## src/rtl/fle_param_frac.sv

```systemverilog
// rtl/fle_param_frac.sv - fracturable K-input LUT element with serial config chain and two output FFs
// Optional feature macro: FLE_CFG_PARITY_EN (adds an even-parity bit to the config chain and enables cfg_err)
module fle_param_frac #(
  parameter int K = 4
) (
  input  logic         clk,
  input  logic         reset,
  input  logic         set,
  input  logic [K-1:0] fle_in,
  input  logic         fle_en,
  input  logic         ccff_en,
  input  logic         ccff_head,
  output logic         ccff_tail,
  output logic [1:0]   fle_out,
  output logic         cfg_done,
  output logic         cfg_err
);

  localparam int LUT_N = 1 << K;
`ifdef FLE_CFG_PARITY_EN
  localparam int CFG_W = LUT_N + 6;
`else
  localparam int CFG_W = LUT_N + 5;
`endif
  localparam int              CNT_W    = $clog2(CFG_W + 1);
  localparam logic [CNT_W-1:0] CNT_FULL = CNT_W'(CFG_W);

  // Field positions inside the configuration word.
  localparam int F_FRAC  = LUT_N;
  localparam int F_BYP0  = LUT_N + 1;
  localparam int F_BYP1  = LUT_N + 2;
  localparam int F_INIT0 = LUT_N + 3;
  localparam int F_INIT1 = LUT_N + 4;

  typedef enum logic [1:0] {
    S_IDLE  = 2'd0,
    S_SHIFT = 2'd1,
    S_RUN   = 2'd2
  } state_t;

  state_t            state_q, state_d;
  logic [CNT_W-1:0]  cnt_q, cnt_d;
  logic [CFG_W-1:0]  cfg;
  logic [1:0]        q;
  logic              load_init;
  logic              err_set;
  logic              err_clr;
  logic              parity_ok;

  logic [LUT_N-1:0]  lut_tbl;
  logic [K-1:0]      idx_lo;
  logic [K-1:0]      idx_hi;
  logic              lut0, lut1;
  logic              frac, byp0, byp1, init0, init1;
  logic              run;

  assign lut_tbl = cfg[LUT_N-1:0];
  assign frac    = cfg[F_FRAC];
  assign byp0    = cfg[F_BYP0];
  assign byp1    = cfg[F_BYP1];
  assign init0   = cfg[F_INIT0];
  assign init1   = cfg[F_INIT1];
  assign run     = (state_q == S_RUN);

  // Config chain: shifts in any state whenever ccff_en is high; tail is the MSB.
  always_ff @(posedge clk or posedge reset) begin
    if (reset) begin
      cfg <= '0;
    end else if (ccff_en) begin
      cfg <= {cfg[CFG_W-2:0], ccff_head};
    end
  end

  assign ccff_tail = cfg[CFG_W-1];

  // In fractured mode the top input picks nothing; the halves are addressed by the low K-1 bits.
  always_comb begin
    idx_lo = {1'b0, fle_in[K-2:0]};
    idx_hi = {1'b1, fle_in[K-2:0]};
    if (frac) begin
      lut0 = lut_tbl[idx_lo];
      lut1 = lut_tbl[idx_hi];
    end else begin
      lut0 = lut_tbl[fle_in];
      lut1 = lut_tbl[fle_in];
    end
  end

`ifdef FLE_CFG_PARITY_EN
  // The loaded word is valid only when the XOR over every bit, parity included, is zero.
  assign parity_ok = ~(^cfg);
`else
  assign parity_ok = 1'b1;
`endif

  // FSM state and load-length counter register.
  always_ff @(posedge clk or posedge reset) begin
    if (reset) begin
      state_q <= S_IDLE;
      cnt_q   <= '0;
    end else begin
      state_q <= state_d;
      cnt_q   <= cnt_d;
    end
  end

  // Next-state: count a shift burst, then accept it only if it was long enough and parity holds.
  always_comb begin
    state_d   = state_q;
    cnt_d     = cnt_q;
    load_init = 1'b0;
    err_set   = 1'b0;
    err_clr   = 1'b0;
    case (state_q)
      S_IDLE: begin
        if (ccff_en) begin
          state_d = S_SHIFT;
          cnt_d   = CNT_W'(1);
          err_clr = 1'b1;
        end
      end
      S_SHIFT: begin
        if (ccff_en) begin
          if (cnt_q < CNT_FULL) begin
            cnt_d = cnt_q + CNT_W'(1);
          end
        end else if ((cnt_q >= CNT_FULL) && parity_ok) begin
          state_d   = S_RUN;
          load_init = 1'b1;
        end else begin
          state_d = S_IDLE;
          err_set = (cnt_q >= CNT_FULL);
        end
      end
      S_RUN: begin
        if (ccff_en) begin
          state_d = S_SHIFT;
          cnt_d   = CNT_W'(1);
          err_clr = 1'b1;
        end
      end
      default: begin
        state_d = S_IDLE;
        cnt_d   = '0;
      end
    endcase
  end

`ifdef FLE_CFG_PARITY_EN
  logic err_q;

  // Sticky parity-failure flag, cleared when a new shift burst begins.
  always_ff @(posedge clk or posedge reset) begin
    if (reset) begin
      err_q <= 1'b0;
    end else if (err_clr) begin
      err_q <= 1'b0;
    end else if (err_set) begin
      err_q <= 1'b1;
    end
  end

  assign cfg_err = err_q;
`else
  logic unused_err;
  assign unused_err = err_set | err_clr;
  assign cfg_err    = 1'b0;
`endif

  // Data FFs: init values on config acceptance, then LUT capture (or preset) while running.
  always_ff @(posedge clk or posedge reset) begin
    if (reset) begin
      q <= 2'b00;
    end else if (load_init) begin
      q <= {init1, init0};
    end else if (run && !ccff_en && fle_en) begin
      q <= set ? 2'b11 : {lut1, lut0};
    end
  end

  assign cfg_done   = run;
  assign fle_out[0] = run & (byp0 ? lut0 : q[0]);
  assign fle_out[1] = run & (byp1 ? lut1 : q[1]);

endmodule

```

## config.mk

```make
export PLATFORM = sky130hd
export DESIGN_NAME = fle_param_frac
export DESIGN_NICKNAME = d
export VERILOG_FILES = /design/src/rtl/fle_param_frac.sv
export SDC_FILE = /design/constraint.sdc
export NUM_CORES = 1
export LEC_CHECK = 0
export ABC_AREA = 0
export BUFFER_PORTS_ARGS = -buffer_cell sky130_fd_sc_hd__buf_2
export CAP_MARGIN = 5
export CORE_MARGIN = 1
export CORE_UTILIZATION = 30
export DETAILED_ROUTE_END_ITERATION = 10
export PLACE_DENSITY = 0.56
export SYNTH_ARGS = -nofsm -noshare
export SYNTH_HDL_FRONTEND = slang
export SYNTH_SLANG_ARGS = --single-unit
```

## constraint.sdc

```tcl
create_clock -name clk -period 4.2 [get_ports clk]
set_input_delay 0.63 -clock clk [delete_from_list [all_inputs] [get_ports clk]]
set_output_delay 0.63 -clock clk [all_outputs]
set_load 0.02 [all_outputs]
```

# == After elaboration in Yosys (flattened, before gate mapping) ==
# Cells that the tools add are included.
# totals
output_inout_bits,5
input_bits,10
wordCells,50
register_bits,30
# op_classes
order_cmp,5
n_bitwise,2
muxes,24
n_reduce_logical,8
add_sub_neg,1
eq_ne,6
# ops
op,n
5-bit two-way mux,3
2-bit two-way mux,6
"4-bit by 5-bit < comparator with 1-bit output, second input constant",2
1-bit two-way mux,10
5-bit one-hot mux with 2 select lines,1
1-bit binary-select mux with 3-bit select,2
"2-bit inequality test, second input constant",3
"5-bit by 1-bit adder with 5-bit output, second input constant",1
"5-bit greater-or-equal comparator, second input constant",1
"3-bit by 5-bit < comparator with 1-bit output, second input constant",1
"5-bit < comparator, second input constant",1
1-bit binary-select mux with 4-bit select,1
2-bit one-hot mux with 2 select lines,1
3-bit AND reduction,1
1-bit bitwise AND,2
"2-bit by 1-bit == test with 1-bit output, second input constant",1
"2-bit == test, second input constant",1
1-bit logical AND,2
2-bit zero test,1
"2-bit by 1-bit inequality test with 1-bit output, second input constant",1
2-bit AND reduction,1
2-bit nonzero test,1
2-bit OR reduction,1
1-bit zero test,1

# == Logic depth before layout (Yosys ltp) ==
# logic_depth
depth_word,6
depth_mapped,7
ltp_nobuf,7

# == Worst setup path before layout ==
# OpenSTA, ideal clock, no wires.
# synth_path
kind,input to output
start,in fle_in[0]
end,out fle_out[1]
path_stages,5
arrival_ps,1658
path_slack_ps,1912
t_required_ps,3570
path_buffers,0
path_cell_list,mux4_1 -> mux2i_1 -> mux2i_1 -> mux2i_1 -> nor2_1
# synth_via
elab_chain_cells,5
elab_cells_between_ends,7
cone_classes,mux: 6; bitwise: 1
# synth_rtl
item,line_no,text
from (decl),9,"input logic [K-1:0] fle_in,"
1-bit binary-select mux with 4-bit select or 1-bit binary-select mux with 3-bit select (tied branches),"85, 82",
1-bit two-way mux (on tied branches),"85, 82",
1-bit two-way mux (*),80,if (frac) begin
1-bit two-way mux (*),183,assign fle_out[1] = run & (byp1 ? lut1 : q[1]);
1-bit bitwise AND (*),183,
to (decl),14,"output logic [1:0] fle_out,"
# Every way passes the cells marked *; elsewhere a longest branch is shown, timed or not. The select of a mux whose other input is x is not followed.

# == Final worst setup path ==
# Same ends and word-level chain as after synthesis.

==> impl_results.md <==
* Top_reg_cell synth: dfrtp_1
* Pin count of the biggest net entering global routing at 37
* Slowest cell delay on critical path at 0.54 ns
* Resize count post-CTS at 0
* Final slew viol count at 0
* Setup slack, reg-to-reg at 2.51 ns
* Total stage count of the critical path at 7
* Family with the most delay on the worst path: multiplexers
* Critical Path End: fle_out[1]
* Core Area at 0.004755 mm2
* Detailed Route WL at 2.469 mm
* Req. time, crit path at ~3.6 ns
* Vias in the first global route at 955
* Crit path capture type: output port
* Layout cells sized above 1 at 0.2941
* Setup TNS at 0 ns
* Final setup fails at 0
* Final Cycle Share at 0.6324
* Crit. Startpoint: fle_in[0]
* Cell depth of the worst hold path at 2
* Cell area after synthesis at approximately 0.0015 mm2
* Final HPWL DP at 1.810 mm
* Boundary Pins at 15
* Initial DRT Pass Iterations at 4
* Horiz. Die Dim at 72.48 um
* Grt met2 use at 0.1651
* Number of post-CTS setup repair buffers at 0
* Busiest grt layer: met2
* CTS root buf: clkbuf_8
* Status: finished, final reports clean
* Reg clk slew, reported paths at 0.06 ns
* RR Startpoint: cnt_q[0]$_DFFE_PP0P_
* Synth Warn # at 0
* Final Hold Fails at 0
* First-pass GRT wire length at 4.409 mm
* Initial core utilization at 0.3134
* RSZ-0062 raised after global routing: no
* Sequential area share after synthesis at 0.5038
* M3 GR Usage at 0.04861
* CP max stage cell: mux4_1
* Post-Syn Instances at 123
* Post-CTS Hold Buffers at 0
* Crit path cell chain: buf_2, mux4_1, mux2i_1, mux2i_1, mux2i_1, nor2_1, buf_2
* Layout Nets at 149
* MaxCap Viol Count at 0
* Max-slew headroom at 0.2524
* Die area at 0.005253 mm2
* PortBufs at 13
* Max clock buf depth at 2
* Cts bufs inserted at 5
* Number of H-tree levels at 2
* Reg2reg end: q[0]$_DFFE_PP0P_
* Async set-reset flop share out of synthesis at 1.000
* Clock period minus final worst setup slack at 2.656 ns
* Setup ws final at 1.544 ns
* GRT Util Overall at 0.1113
* FMAX at 376.5 MHz
* Dpl ws at between 1.5 and 2 ns
* Worst Path Buf+Inv at 2
* Actual slew at the worst max-slew pin at 1.120 ns
* CTS tree: done
* Avg Cell Area, Syn at 12.12 um2
* Total congestion overflow at 0
* Arrival time of the worst setup path at 2.03 ns
* #FFs+latches synth at 30
* P_leak at 0.7552 nW
* Top cell by count, worst path: mux2i_1
* Syn Nets at 135
* Post-route ant nets at 0
* Clk_lat worst skew at approximately 0.27 ns
* Global-route met1 utilization at 0.1418
* Area growth, synth to finish at 13.69%
* Via Count at 949
* Reg2reg path depth at 6
* GP Congestion at 0.7995
* Pwr Density at 499.7 mW/mm2
* Crit-path max FO at 4
* DR iter-0 viols at 59
* Clock sink total at 30
* Yosys cell types at 30
* Wire per inst at about 12 um
* Setup Crit Path Kind: input port to output port
* VDD IR max at 0.0002467 V
* Startpoint class of the critical path: input port
* Die height at about 72 um
* Post-synth EDFFs at 0
* Total inserted antenna cells at 0
* Row count at 25
* Skew final at about 0.0046 ns
* Vias/cell at 4.675
* DR DRC count at 0
* Hold Path Class: register to register
* Initial antenna violation count at 0
-- worst register-to-register path, stage by stage (launching register included) --
cell,delay [ns]
dfrtp_1,0.44
ha_1,0.22
o31a_1,0.24
o211ai_1,0.35
o21ai_0,0.17
o21ai_1,0.10
nand2_1,0.07
-- cell usage after synthesis, types with 2 or more instances --
| master | n | area share |
|---|---|---|
| clkbuf_1 | 3 | 0.0076 |
| o21a_1 | 2 | 0.010 |
| nor2_1 | 4 | 0.010 |
| nand3_1 | 2 | 0.0067 |
| mux2i_1 | 7 | 0.047 |
| o21ai_1 | 4 | 0.013 |
| ha_1 | 2 | 0.017 |
| mux4_1 | 4 | 0.071 |
| nand4_1 | 2 | 0.0084 |
| inv_1 | 4 | 0.010 |
| dfrtp_1 | 30 | 0.50 |
| o211ai_1 | 2 | 0.010 |
| nand2b_1 | 4 | 0.017 |
| a21oi_1 | 6 | 0.020 |
| o21ai_0 | 6 | 0.020 |
| nand2_1 | 9 | 0.023 |
| mux2_2 | 19 | 0.14 |
-- cells in the final DEF, fill, tap and decap left out, types with 2 or more instances in the layout --
master and n:
nand3_1 2, a21oi_1 6, o211ai_1 2, nand4_1 2, nor2_1 4, dfrtp_1 30, o21ai_0 6, clkbuf_8 6
mux4_1 4, o21ai_1 4, nand2_1 9, o21a_1 2, ha_1 2, mux2i_1 7, buf_2 13, inv_1 4
nand2b_1 4, mux2_2 19
-- metrics by stage --
stage	util	instance area (um2)	hold WS, ns	cells	total power [mW]
2_1_floorplan	-	1490	0.4370	123	0.5853
4_1_cts	0.3563	1694	0.4758	203	0.8626
5_1_grt	0.3563	1694	0.5190	203	0.9084
3_5_place_dp	0.3389	1612	0.4629	197	0.6383
3_3_place_gp	0.3389	1612	0.4532	197	0.6293
6_report	0.3563	1694	0.4718	203	0.8466
-- sequential cells by signal (all words and copies together) (netlist names) --
| register | cells |
|---|---|
| cfg | 21 |
| state_q | 2 |
| cnt_q | 5 |
| q | 2 |
-- final cells by class --
class	instances	area, um2
fillers	489	3060
flip-flops and latches	30	750.7
clock buffers	6	82.58
repair buffers	13	65.06
well taps	67	83.83
multi-input cells	83	696.9
inverters	4	15.01
-- power breakdown --
part	leakage [nW]	internal (mW)	switching, mW
Combinational	0.341	0.115	0.0700
Sequential	0.371	0.376	0.0658
Clock	0.0431	0.126	0.0935
Total	0.755	0.617	0.229
-- logic make-up (layout without fill, tap and decap cells) --
family / after synthesis / count (layout) / synth area share
compound gates: 25 / 25 / 0.1024
simple gates: 25 / 25 / 0.08480
buf+inv: 10 / 23 / 0.02854
fa+ha+maj: 2 / 2 / 0.01679
mux: 30 / 30 / 0.2611
flops: 30 / 30 / 0.5038
other cells: 1 / 1 / 0.002516
-- routing by layer --
metal | vias to the layer above | wire length, um
met5 | - | 0
met4 | 0 | 23
met3 | 4 | 123
met2 | 15 | 1151
met1 | 460 | 1171
li1 | 470 | -
-- worst min-delay path by stage --
stage	from	end	slack, ns
final	q[1]$_DFFE_PP0P_	q[1]$_DFFE_PP0P_	0.47
after detailed placement	q[1]$_DFFE_PP0P_	q[1]$_DFFE_PP0P_	0.46
after global placement	q[1]$_DFFE_PP0P_	q[1]$_DFFE_PP0P_	0.45
after floorplan	q[0]$_DFFE_PP0P_	q[0]$_DFFE_PP0P_	0.44
after CTS	q[1]$_DFFE_PP0P_	q[1]$_DFFE_PP0P_	0.48
after global routing	q[1]$_DFFE_PP0P_	q[1]$_DFFE_PP0P_	0.52
Note: power is estimated with default switching activity, not from simulation.
